--- config.mk ---
export PLATFORM = sky130hd
export DESIGN_NAME = backend_multi
export DESIGN_NICKNAME = d
export VERILOG_FILES = /design/src/rtl/backend_multi.sv
export SDC_FILE = /design/constraint.sdc
export NUM_CORES = 1
export LEC_CHECK = 0
export CORE_ASPECT_RATIO = 0.5
export CORE_UTILIZATION = 35
export CTS_CLUSTER_SIZE = 20
export DETAILED_ROUTE_END_ITERATION = 16
export PLACE_DENSITY_LB_ADDON = 0.25
export SLEW_MARGIN = 20
export SYNTH_ARGS = -nofsm -noshare
export SYNTH_HDL_FRONTEND = slang
export SYNTH_SLANG_ARGS = --single-unit
--- constraint.sdc ---
create_clock -name i_clk -period 13.5 [get_ports i_clk]
set_clock_uncertainty 0.15 [all_clocks]
set_input_delay 2.7 -clock i_clk [delete_from_list [all_inputs] [get_ports i_clk]]
set_output_delay 2.7 -clock i_clk [all_outputs]
set_load 0.05 [all_outputs]
--- src/rtl/backend_multi.sv ---
`default_nettype none
// +--------------------------------------------------------------------------+
// | backend_multi: serial-configured gain/reset registers for NCH front-end  |
// | channels plus a two-VCO edge-count frequency comparator.                 |
// | Revision: 1.0                                                            |
// +--------------------------------------------------------------------------+
module backend_multi #(
    parameter int NCH           = 4,
    parameter int GAINW         = 3,
    parameter int WIN_CYCLES    = 1024,
    parameter int CNTW          = 12,
    parameter int SETTLE_CYCLES = 16
) (
    input  logic                 i_clk,
    input  logic                 i_resetAll,
    input  logic                 i_sclk,
    input  logic                 i_sdin,
    input  logic                 i_sen,
    input  logic [NCH-1:0]       i_clk_vco,
    output logic [NCH*GAINW-1:0] o_gain,
    output logic [NCH-1:0]       o_resetb,
    output logic [NCH-1:0]       o_resetbvco,
    output logic                 o_busy,
    output logic                 o_ready,
    output logic                 o_fast,
    output logic                 o_equal,
    output logic                 o_err
);
    localparam int IDXW = $clog2(NCH);
    localparam int TMAX = (WIN_CYCLES > SETTLE_CYCLES) ? WIN_CYCLES : SETTLE_CYCLES;
    localparam int TMRW = (TMAX > 1) ? $clog2(TMAX) : 1;
    localparam logic [TMRW-1:0] SETTLE_LOAD = TMRW'(SETTLE_CYCLES - 1);
    localparam logic [TMRW-1:0] WIN_LOAD    = TMRW'(WIN_CYCLES - 1);
    localparam logic [CNTW-1:0] CNT_MAX     = '1;
    localparam logic [4:0]      BITS_MAX    = 5'd31;
    localparam logic [4:0]      FRAME_BITS  = 5'd16;
    localparam logic [3:0]      CMD_WRGAIN  = 4'h1;
    localparam logic [3:0]      CMD_WRRST   = 4'h2;
    localparam logic [3:0]      CMD_MEAS    = 4'h3;

    typedef enum logic [1:0] {ST_IDLE, ST_SETTLE, ST_COUNT, ST_DONE} state_t;

    // [0] first sync flop, [1] second sync flop, [2] edge-detect history
    logic [2:0] sclk_s_q, sen_s_q;
    logic [1:0] sdin_s_q;
    logic [NCH-1:0] vco_s1_q, vco_s2_q, vco_s3_q;

    logic [15:0] shift_q, shift_d;
    logic [4:0]  bitcnt_q, bitcnt_d;
    logic        fr_done_q, fr_len_ok_q;
    logic [15:0] fr_word_q, fr_word_d;

    logic            dec_gain_q, dec_gain_d, dec_rst_q, dec_rst_d;
    logic            dec_meas_q, dec_meas_d, dec_err_q, dec_err_d;
    logic [IDXW-1:0] dec_cha_q, dec_chb_q;
    logic [7:0]      dec_data_q;

    logic [NCH-1:0][GAINW-1:0] gain_q, gain_d;
    logic [NCH-1:0]  resetb_q, resetb_d, vcorst_q, vcorst_d;
    logic            busy_q, busy_d, ready_q, ready_d, fast_q, fast_d;
    logic            equal_q, equal_d, err_q, err_d;
    state_t          state_q, state_d;
    logic [TMRW-1:0] timer_q, timer_d;
    logic [IDXW-1:0] a_q, a_d, b_q, b_d;
    logic [CNTW-1:0] cnt_a_q, cnt_a_d, cnt_b_q, cnt_b_d;

    logic            sclk_rise, sen_rise, sen_fall;
    logic [NCH-1:0]  vco_rise;
    logic [3:0]      cmd;
    logic            cha_bad, chb_bad, known_cmd, meas_go;
    logic            unused_bits;

    assign sclk_rise = sclk_s_q[1] & ~sclk_s_q[2];
    assign sen_rise  = sen_s_q[1] & ~sen_s_q[2];
    assign sen_fall  = ~sen_s_q[1] & sen_s_q[2];
    assign vco_rise  = vco_s2_q & ~vco_s3_q;

    assign cmd       = fr_word_q[15:12];
    assign cha_bad   = {28'd0, fr_word_q[11:8]} >= NCH;
    assign chb_bad   = {28'd0, fr_word_q[3:0]} >= NCH;
    assign known_cmd = (cmd == CMD_WRGAIN) || (cmd == CMD_WRRST) || (cmd == CMD_MEAS);
    assign meas_go   = dec_meas_q & ~busy_q;
    assign unused_bits = ^dec_data_q;

    // Shift/capture, decode and register-write pipeline
    always_comb begin
        shift_d  = shift_q;
        bitcnt_d = bitcnt_q;
        if (sen_rise) begin
            bitcnt_d = '0;
        end else if (sen_s_q[1] && sclk_rise) begin
            shift_d = {shift_q[14:0], sdin_s_q[1]};
            if (bitcnt_q != BITS_MAX) bitcnt_d = bitcnt_q + 5'd1;
        end
        fr_word_d = sen_fall ? shift_q : fr_word_q;

        dec_gain_d = fr_done_q & fr_len_ok_q & ~cha_bad & (cmd == CMD_WRGAIN);
        dec_rst_d  = fr_done_q & fr_len_ok_q & ~cha_bad & (cmd == CMD_WRRST);
        dec_meas_d = fr_done_q & fr_len_ok_q & ~cha_bad & ~chb_bad & (cmd == CMD_MEAS);
        dec_err_d  = fr_done_q & (~fr_len_ok_q | (known_cmd & cha_bad) |
                                  ((cmd == CMD_MEAS) & chb_bad));

        gain_d   = gain_q;
        resetb_d = resetb_q;
        if (dec_gain_q) gain_d[dec_cha_q]   = dec_data_q[GAINW-1:0];
        if (dec_rst_q)  resetb_d[dec_cha_q] = dec_data_q[0];
        err_d = dec_err_q | (dec_meas_q & busy_q);
    end

    always_comb begin
        state_d  = state_q;
        timer_d  = timer_q;
        a_d      = a_q;
        b_d      = b_q;
        cnt_a_d  = cnt_a_q;
        cnt_b_d  = cnt_b_q;
        ready_d  = ready_q;
        fast_d   = fast_q;
        equal_d  = equal_q;
        vcorst_d = vcorst_q;
        // Busy lags the return to IDLE by one cycle so it falls after ready
        busy_d   = meas_go | (state_q != ST_IDLE);
        case (state_q)
            ST_IDLE: begin
                if (meas_go) begin
                    state_d = ST_SETTLE;
                    timer_d = SETTLE_LOAD;
                    a_d     = dec_cha_q;
                    b_d     = dec_chb_q;
                    cnt_a_d = '0;
                    cnt_b_d = '0;
                    ready_d = 1'b0;
                    fast_d  = 1'b0;
                    equal_d = 1'b0;
                    vcorst_d[dec_cha_q] = 1'b1;
                    vcorst_d[dec_chb_q] = 1'b1;
                end
            end
            ST_SETTLE: begin
                if (timer_q == '0) begin
                    state_d = ST_COUNT;
                    timer_d = WIN_LOAD;
                end else begin
                    timer_d = timer_q - TMRW'(1);
                end
            end
            ST_COUNT: begin
                if (vco_rise[a_q] && cnt_a_q != CNT_MAX) cnt_a_d = cnt_a_q + CNTW'(1);
                if (vco_rise[b_q] && cnt_b_q != CNT_MAX) cnt_b_d = cnt_b_q + CNTW'(1);
                if (timer_q == '0) state_d = ST_DONE;
                else               timer_d = timer_q - TMRW'(1);
            end
            default: begin
                fast_d  = cnt_a_q > cnt_b_q;
                equal_d = cnt_a_q == cnt_b_q;
                ready_d = 1'b1;
                vcorst_d[a_q] = 1'b0;
                vcorst_d[b_q] = 1'b0;
                state_d = ST_IDLE;
            end
        endcase
    end

    always_ff @(posedge i_clk or posedge i_resetAll) begin
        if (i_resetAll) begin
            sclk_s_q    <= '0;
            sen_s_q     <= '0;
            sdin_s_q    <= '0;
            vco_s1_q    <= '0;
            vco_s2_q    <= '0;
            vco_s3_q    <= '0;
            shift_q     <= '0;
            bitcnt_q    <= '0;
            fr_done_q   <= 1'b0;
            fr_len_ok_q <= 1'b0;
            fr_word_q   <= '0;
            dec_gain_q  <= 1'b0;
            dec_rst_q   <= 1'b0;
            dec_meas_q  <= 1'b0;
            dec_err_q   <= 1'b0;
            dec_cha_q   <= '0;
            dec_chb_q   <= '0;
            dec_data_q  <= '0;
            gain_q      <= '0;
            resetb_q    <= '0;
            vcorst_q    <= '0;
            busy_q      <= 1'b0;
            ready_q     <= 1'b0;
            fast_q      <= 1'b0;
            equal_q     <= 1'b0;
            err_q       <= 1'b0;
            state_q     <= ST_IDLE;
            timer_q     <= '0;
            a_q         <= '0;
            b_q         <= '0;
            cnt_a_q     <= '0;
            cnt_b_q     <= '0;
        end else begin
            sclk_s_q    <= {sclk_s_q[1:0], i_sclk};
            sen_s_q     <= {sen_s_q[1:0], i_sen};
            sdin_s_q    <= {sdin_s_q[0], i_sdin};
            vco_s1_q    <= i_clk_vco;
            vco_s2_q    <= vco_s1_q;
            vco_s3_q    <= vco_s2_q;
            shift_q     <= shift_d;
            bitcnt_q    <= bitcnt_d;
            fr_done_q   <= sen_fall;
            fr_len_ok_q <= (bitcnt_q == FRAME_BITS);
            fr_word_q   <= fr_word_d;
            dec_gain_q  <= dec_gain_d;
            dec_rst_q   <= dec_rst_d;
            dec_meas_q  <= dec_meas_d;
            dec_err_q   <= dec_err_d;
            dec_cha_q   <= fr_word_q[8 +: IDXW];
            dec_chb_q   <= fr_word_q[0 +: IDXW];
            dec_data_q  <= fr_word_q[7:0];
            gain_q      <= gain_d;
            resetb_q    <= resetb_d;
            vcorst_q    <= vcorst_d;
            busy_q      <= busy_d;
            ready_q     <= ready_d;
            fast_q      <= fast_d;
            equal_q     <= equal_d;
            err_q       <= err_d;
            state_q     <= state_d;
            timer_q     <= timer_d;
            a_q         <= a_d;
            b_q         <= b_d;
            cnt_a_q     <= cnt_a_d;
            cnt_b_q     <= cnt_b_d;
        end
    end

    assign o_gain      = gain_q;
    assign o_resetb    = resetb_q;
    assign o_resetbvco = vcorst_q;
    assign o_busy      = busy_q;
    assign o_ready     = ready_q;
    assign o_fast      = fast_q;
    assign o_equal     = equal_q;
    assign o_err       = err_q;
endmodule
`default_nettype wire
==> flow_summary.json, run 1 <==
{
  "dp_hpwl_um": 7674,
  "wl_um": 11420,
  "core-area_um2": 15860,
  "cp_num_buf_inv": 1,
  "powerDensity_nw_per_um2": 128.5,
  "p_switching_uw": 219.1,
  "maxSlewHeadroom": 0.3273,
  "hp-class": "reg2reg",
  "initial_core_util": 0.3680,
  "seqPwrFrac": 0.465,
  "dieArea_um2": 17220,
  "dp_slack_ns": 8.652,
  "timing.fmax_mhz": 224.5,
  "path_clk_slew_ns": 0.06,
  "fin_nets": 593,
  "slowest_stage": "clkdlybuf4s50_1",
  "syn_avg_cell_area_um2": 11.24,
  "reg2reg_depth": 7,
  "cp_slowest_stage_delay_ns": 0.81,
  "yosysWarnings": 0,
  "r2r-end": "cnt_b_q[0]",
  "clkPwrFrac": 0.495,
  "path_cells": "clkdlybuf4s50_1",
  "synth_edf_count": 0,
  "portBuffers": 33,
  "synth_area_um2": 5834,
  "path_depth": 1,
  "fp.dieW_um": 184.6,
  "antenna_cells": 0,
  "crit_required_ns": 10.65,
  "utilization": 0.4407,
  "syn_to_final_growth_pct": 19.77,
  "chipHeight_um": 93.30,
  "htreeDepth": 4,
  "grt_antenna_before_repair": 0,
  "placed_cell_area_um2": 6409,
  "ys.flop_type": "dfrtp_1",
  "grt-ovfl-total": 0,
  "hold_viol": 0,
  "synthCells": 519,
  "drc_errors": 0,
  "worstMarginPinSlew_ns": 0.9954,
  "rsz0062_at_grt": "no",
  "viasPerCell": 5.044,
  "p_comb_frac": 0.040,
  "crit_type": "reg2out",
  "cts_made_buffers": 17,
  "whs_path_depth": 0,
  "power_switching_share": 0.2439,
  "final_cells": 795,
  "postCtsResizedCells": 0,
  "critPathTopFamily": "buffers and inverters",
  "worst_slack_ns": 9.046,
  "drive_gt1_frac": 0.1446,
  "cp_max_fo": 4,
  "cts_tree": "done",
  "clockBufferDepth": 2,
  "r2r-start": "state_q[0]",
  "ys_seq_elements": 129,
  "cap_violations": 0,
  "endpoint_kind": "output port",
  "vias": 4010,
  "grt_first_pass_wirelength_um": 19860,
  "power_leakage_nw": 3.220,
  "synth-async-reset-ratio": 1.000,
  "ios": 34,
  "fin_crit_ns": 4.454,
  "outcome": "complete, no violations",
  "crit_end": "o_busy",
  "hold_buffers": 0,
  "syn-num-nets": 551,
  "drt_iter0_markers": 274,
  "post_cts_buffers": 0,
  "final.setup.tns_ns": 0,
  "grt_use_total": 0.1476,
  "n_fill_cell": 1524,
  "core.rowCount": 32,
  "root_buffer": "clkbuf_16",
  "cts_num_sinks": 129,
  "dp.cells": 763,
  "grt_max_degree": 67,
  "grt_pass1_vias": 4024,
  "insertion_delay_ns": 0.41,
  "ys_seq_area_frac": 0.5533,
  "ant_nets": 0,
  "maxSlewViolCount": 0,
  "r2r_setup_slack_ns": 10.43,
  "place.gp.congestion": 0.7723,
  "intPower_uw": 679.0,
  "drt-wirelength-per-cell_um": 14.37,
  "stdcell_area_um2": 6988,
  "finalSetupViolCount": 0,
  "peakVddDrop_mv": 0.07305,
  "finalCritPeriodShare": 0.3299,
  "first_pass_iters": 4,
  "timing.critical_path.from": "o_busy",
  "synth_cell_types": 62,
  "startpoint_type": "flop",
  "critPathArrivalTime_ns": 1.60
}
==> layout by cell type (no fill, tap or decap), types with 7 or more instances in the layout <==
cell	Yosys	final
mux2i_1	9	9
nor2_1	24	24
nor3_1	9	9
mux2_2	34	34
a21oi_1	33	33
clkdlybuf4s50_1	0	33
inv_1	34	33
ha_1	23	23
dfrtp_1	129	129
nand2b_1	7	7
o21ai_0	31	31
clkbuf_16	0	17
nand4_1	18	18
nand3_1	16	16
nand2_1	41	41
==> registers in the layout, summed over array words and instances, names as in the netlist, 3 cells and up <==
signal       count
sen_s_q          3
timer_q         10
o_resetbvco      4
sclk_s_q         3
o_gain          12
fr_word_q       12
bitcnt_q         5
cnt_a_q         12
o_resetb         4
vco_s2_q         4
vco_s1_q         4
cnt_b_q         12
dec_data_q       3
vco_s3_q         4
shift_q         16
==> cells by family (layout without fill, tap and decap cells) <==
| family | count (synthesis) | count (layout) | synth area share |
|---|---|---|---|
| mux | 46 | 46 | 0.09071 |
| compound gates | 127 | 127 | 0.1420 |
| flops | 129 | 129 | 0.5533 |
| fa+ha+maj | 23 | 23 | 0.04933 |
| buf+inv | 46 | 101 | 0.03045 |
| simple gates | 145 | 145 | 0.1297 |
| xor+xnor | 3 | 3 | 0.004504 |
==> power groups by stage <==
stage               sequential (mW)  combinational [mW]  clock [mW]
global placement              0.424              0.0362           0
floorplan                     0.420              0.0257           0
CTS                           0.418              0.0372       0.456
finish                        0.418              0.0359       0.445
detailed placement            0.425              0.0368           0
global route                  0.421              0.0410       0.474
==> cell usage after synthesis, types with 4 or more instances <==
cell type,n,share of area
and3_1,4,0.0043
mux2_2,34,0.066
dfrtp_1,129,0.55
o31ai_1,5,0.0064
mux2i_1,9,0.015
nand2b_1,7,0.0075
clkbuf_1,10,0.0064
nand4_1,18,0.019
a31oi_1,5,0.0054
nand3_1,16,0.014
ha_1,23,0.049
nor2_1,24,0.015
o22a_1,5,0.0075
nand2_1,41,0.026
a22o_1,4,0.0060
nor3_1,9,0.0077
inv_1,34,0.022
or3_1,4,0.0043
a21o_1,6,0.0077
a21oi_1,33,0.028
nor4_1,4,0.0043
o21ai_0,31,0.027
o22ai_1,6,0.0064
==> metrics by stage <==
stage               total power, mW  hold slack, ns
floorplan                    0.4462          0.1812
global placement             0.4605          0.1836
global route                 0.9362          0.2065
detailed placement           0.4617          0.1847
CTS                          0.9115          0.1979
finish                       0.8981          0.1956
==> worst min path at each step <==
stage           startpoint           to  slack [ns]
2_1_floorplan  sclk_s_q[0]  sclk_s_q[1]        0.18
3_3_place_gp   vco_s1_q[1]  vco_s2_q[1]        0.18
3_5_place_dp   vco_s1_q[3]  vco_s2_q[3]        0.18
4_1_cts        vco_s1_q[3]  vco_s2_q[3]        0.20
5_1_grt         sen_s_q[0]   sen_s_q[1]        0.21
6_report       vco_s1_q[3]  vco_s2_q[3]        0.20
==> cell type report <==
| type | instances | area [um^2] | area share |
|---|---|---|---|
| multi-input combinational | 344 | 2431 | 0.3479 |
| sequential | 129 | 3228 | 0.4620 |
| timing repair buffer | 35 | 345.3 | 0.04942 |
| tap | 221 | 276.5 | 0.03957 |
| clock buffer | 18 | 429.2 | 0.06141 |
| clock inverter | 14 | 147.6 | 0.02113 |
| inverter | 34 | 130.1 | 0.01862 |
==> routing by layer <==
layer / vias to the layer above / GRT usage / part of all wire
met3: 10 / 0.02921 / 0.030
met2: 59 / 0.2362 / 0.47
met4: 0 / 0.06736 / 0.0096
met5: - / 0 / 0
met1: 1955 / 0.1943 / 0.49
li1: 1986 / - / -
No activity file was read; power rests on OpenSTA's default activity.
==> inputs of run 2 (changes only) <==
==> constraint.sdc (replaced) <==
create_clock -name i_clk -period 3.62 [get_ports i_clk]
set_clock_uncertainty 0.15 [all_clocks]
set_input_delay 0.724 -clock i_clk [delete_from_list [all_inputs] [get_ports i_clk]]
set_output_delay 0.724 -clock i_clk [all_outputs]
set_load 0.05 [all_outputs]
==> flow_summary.json, run 2 (same netlist as run 1, synthesis figures left out) <==
{
  "mostFrequentLayoutCell": "dfrtp_1",
  "ant_nets": 0,
  "wl_um": 11330,
  "ios": 34,
  "grt_use_total": 0.1470,
  "portBuffers": 33,
  "grt-ovfl-total": 0,
  "drt_iter0_markers": 301,
  "cts_made_buffers": 17,
  "critPathArrivalTime_ns": 3.03,
  "timing.fmax_mhz": 345.8,
  "registers.top_by_ff_count": "shift_q",
  "drc_errors": 0,
  "post_cts_buffers": 0,
  "powerDensity_nw_per_um2": 479.3,
  "dieArea_um2": 17220,
  "outcome": "complete, no violations",
  "maxSlewHeadroom": 0.2847,
  "final.setup.tns_ns": 0,
  "cts_tree": "done",
  "initial_core_util": 0.3680,
  "vias": 4056,
  "root_buffer": "clkbuf_16",
  "htreeDepth": 4,
  "grt_max_degree": 71,
  "grt_first_pass_wirelength_um": 19720,
  "cp_num_buf_inv": 1,
  "cts_num_sinks": 129,
  "crit_type": "reg2reg",
  "fin_crit_ns": 2.892,
  "chipHeight_um": 93.30,
  "finalSetupViolCount": 0,
  "cp_max_fo": 17,
  "cap_violations": 0,
  "finalCritPeriodShare": 0.7990,
  "peakVddDrop_mv": 0.3071,
  "rsz0062_at_grt": "no",
  "place.gp.congestion": 0.7960,
  "fin_nets": 598,
  "fp.dieW_um": 184.6,
  "critPathTopFamily": "compound AO/OA/AOI/OAI gates",
  "hp-class": "reg2reg",
  "power.total_mw": 3.377,
  "hold_buffers": 0,
  "clockBufferDepth": 2,
  "largest_reg_flops": 16,
  "antenna_cells": 0,
  "hold_viol": 0,
  "cp_slowest_stage_delay_ns": 0.62,
  "slowest_stage": "a21oi_2",
  "crit_required_ns": 3.76,
  "insertion_delay_ns": 0.41,
  "core-area_um2": 15860,
  "drive_gt1_frac": 0.1485,
  "layout_common_cells": "129 x dfrtp_1, 41 x nand2_1, 34 x mux2_2",
  "drt-wirelength-per-cell_um": 14.17,
  "path_clk_slew_ns": 0.06,
  "path_cells": "inv_1 -> ha_1 -> nand3b_1 -> a21boi_1 -> a21oi_2 -> nand2_1 -> mux2_1",
  "first_pass_iters": 4,
  "startpoint_type": "flop",
  "postCtsResizedCells": 0,
  "worstMarginPinSlew_ns": 1.071,
  "power_leakage_nw": 3.254,
  "viasPerCell": 5.070,
  "core.rowCount": 32,
  "grt_pass1_vias": 3974,
  "dp_hpwl_um": 7750,
  "maxSlewViolCount": 0,
  "syn_to_final_growth_pct": 20.76,
  "endpoint_kind": "flop",
  "grt_antenna_before_repair": 0
}
## run 2: cell types whose count changed in the layout (fill, tap and decap cells not counted)
cell,change
buf_4,+4
clkinv_4,+4
inv_6,-2
buf_12,+1
bufinv_16,+1
clkbuf_1,+1
clkinv_8,-1
clkinvlp_4,-1
inv_4,-1
inv_8,-1
nor2b_1,+1
nor2b_2,-1
## run 2: final timing paths
| path | startpoint | endpoint | slack, ns | depth (start not counted) |
|---|---|---|---|---|
| hold / removal | sdin_s_q[0] | sdin_s_q[1] | 0.20 | 0 |
| hold reg to reg | sdin_s_q[0] | sdin_s_q[1] | 0.20 | 0 |
| max in group asynchronous | i_resetAll | fr_word_q[9] | 1.94 | 3 |
| setup / recovery | state_q[1] | cnt_b_q[0] | 0.73 | 7 |
| min in group asynchronous | i_resetAll | timer_q[7] | 0.62 | 2 |
| setup reg to reg | state_q[1] | cnt_b_q[0] | 0.73 | 7 |
## run 2: power breakdown
group	internal [mW]	total [mW]	switching (mW)
Sequential	1.51	1.56	0.0505
Clock	1.03	1.68	0.656
Combinational	0.0605	0.137	0.0761
Total	2.59	3.38	0.782
## run 2: final cells by class
cell class | instances | area (um^2)
fillers | 1475 | 8810
flip-flops and latches | 129 | 3228
multi-input cells | 344 | 2429
clock buffers | 19 | 432.9
repair buffers | 40 | 395.4
well taps | 221 | 276.5
clock inverters | 13 | 152.6
inverters | 34 | 131.4
## run 2: through the flow
stage | cell area, um^2 | util | worst slack, ns | cells | hold WS, ns
6_report | 7046 | 0.4444 | 0.7278 | 800 | 0.1976
5_1_grt | 7046 | 0.4444 | 0.4289 | 800 | 0.2058
4_1_cts | 7046 | 0.4444 | 0.7328 | 800 | 0.2006
3_5_place_dp | 6460 | 0.4074 | 0.7774 | 768 | 0.1864
3_3_place_gp | 6460 | 0.4074 | 0.8501 | 768 | 0.1817
2_1_floorplan | 5838 | - | 1.151 | 519 | 0.1812
## run 2: layer usage
metal | track usage | part of all wire | wire length, um
met3 | 0.03271 | 0.035 | 402
met5 | 0 | 0 | 0
met4 | 0.06111 | 0.014 | 159
met2 | 0.2289 | 0.46 | 5221
met1 | 0.1984 | 0.49 | 5550
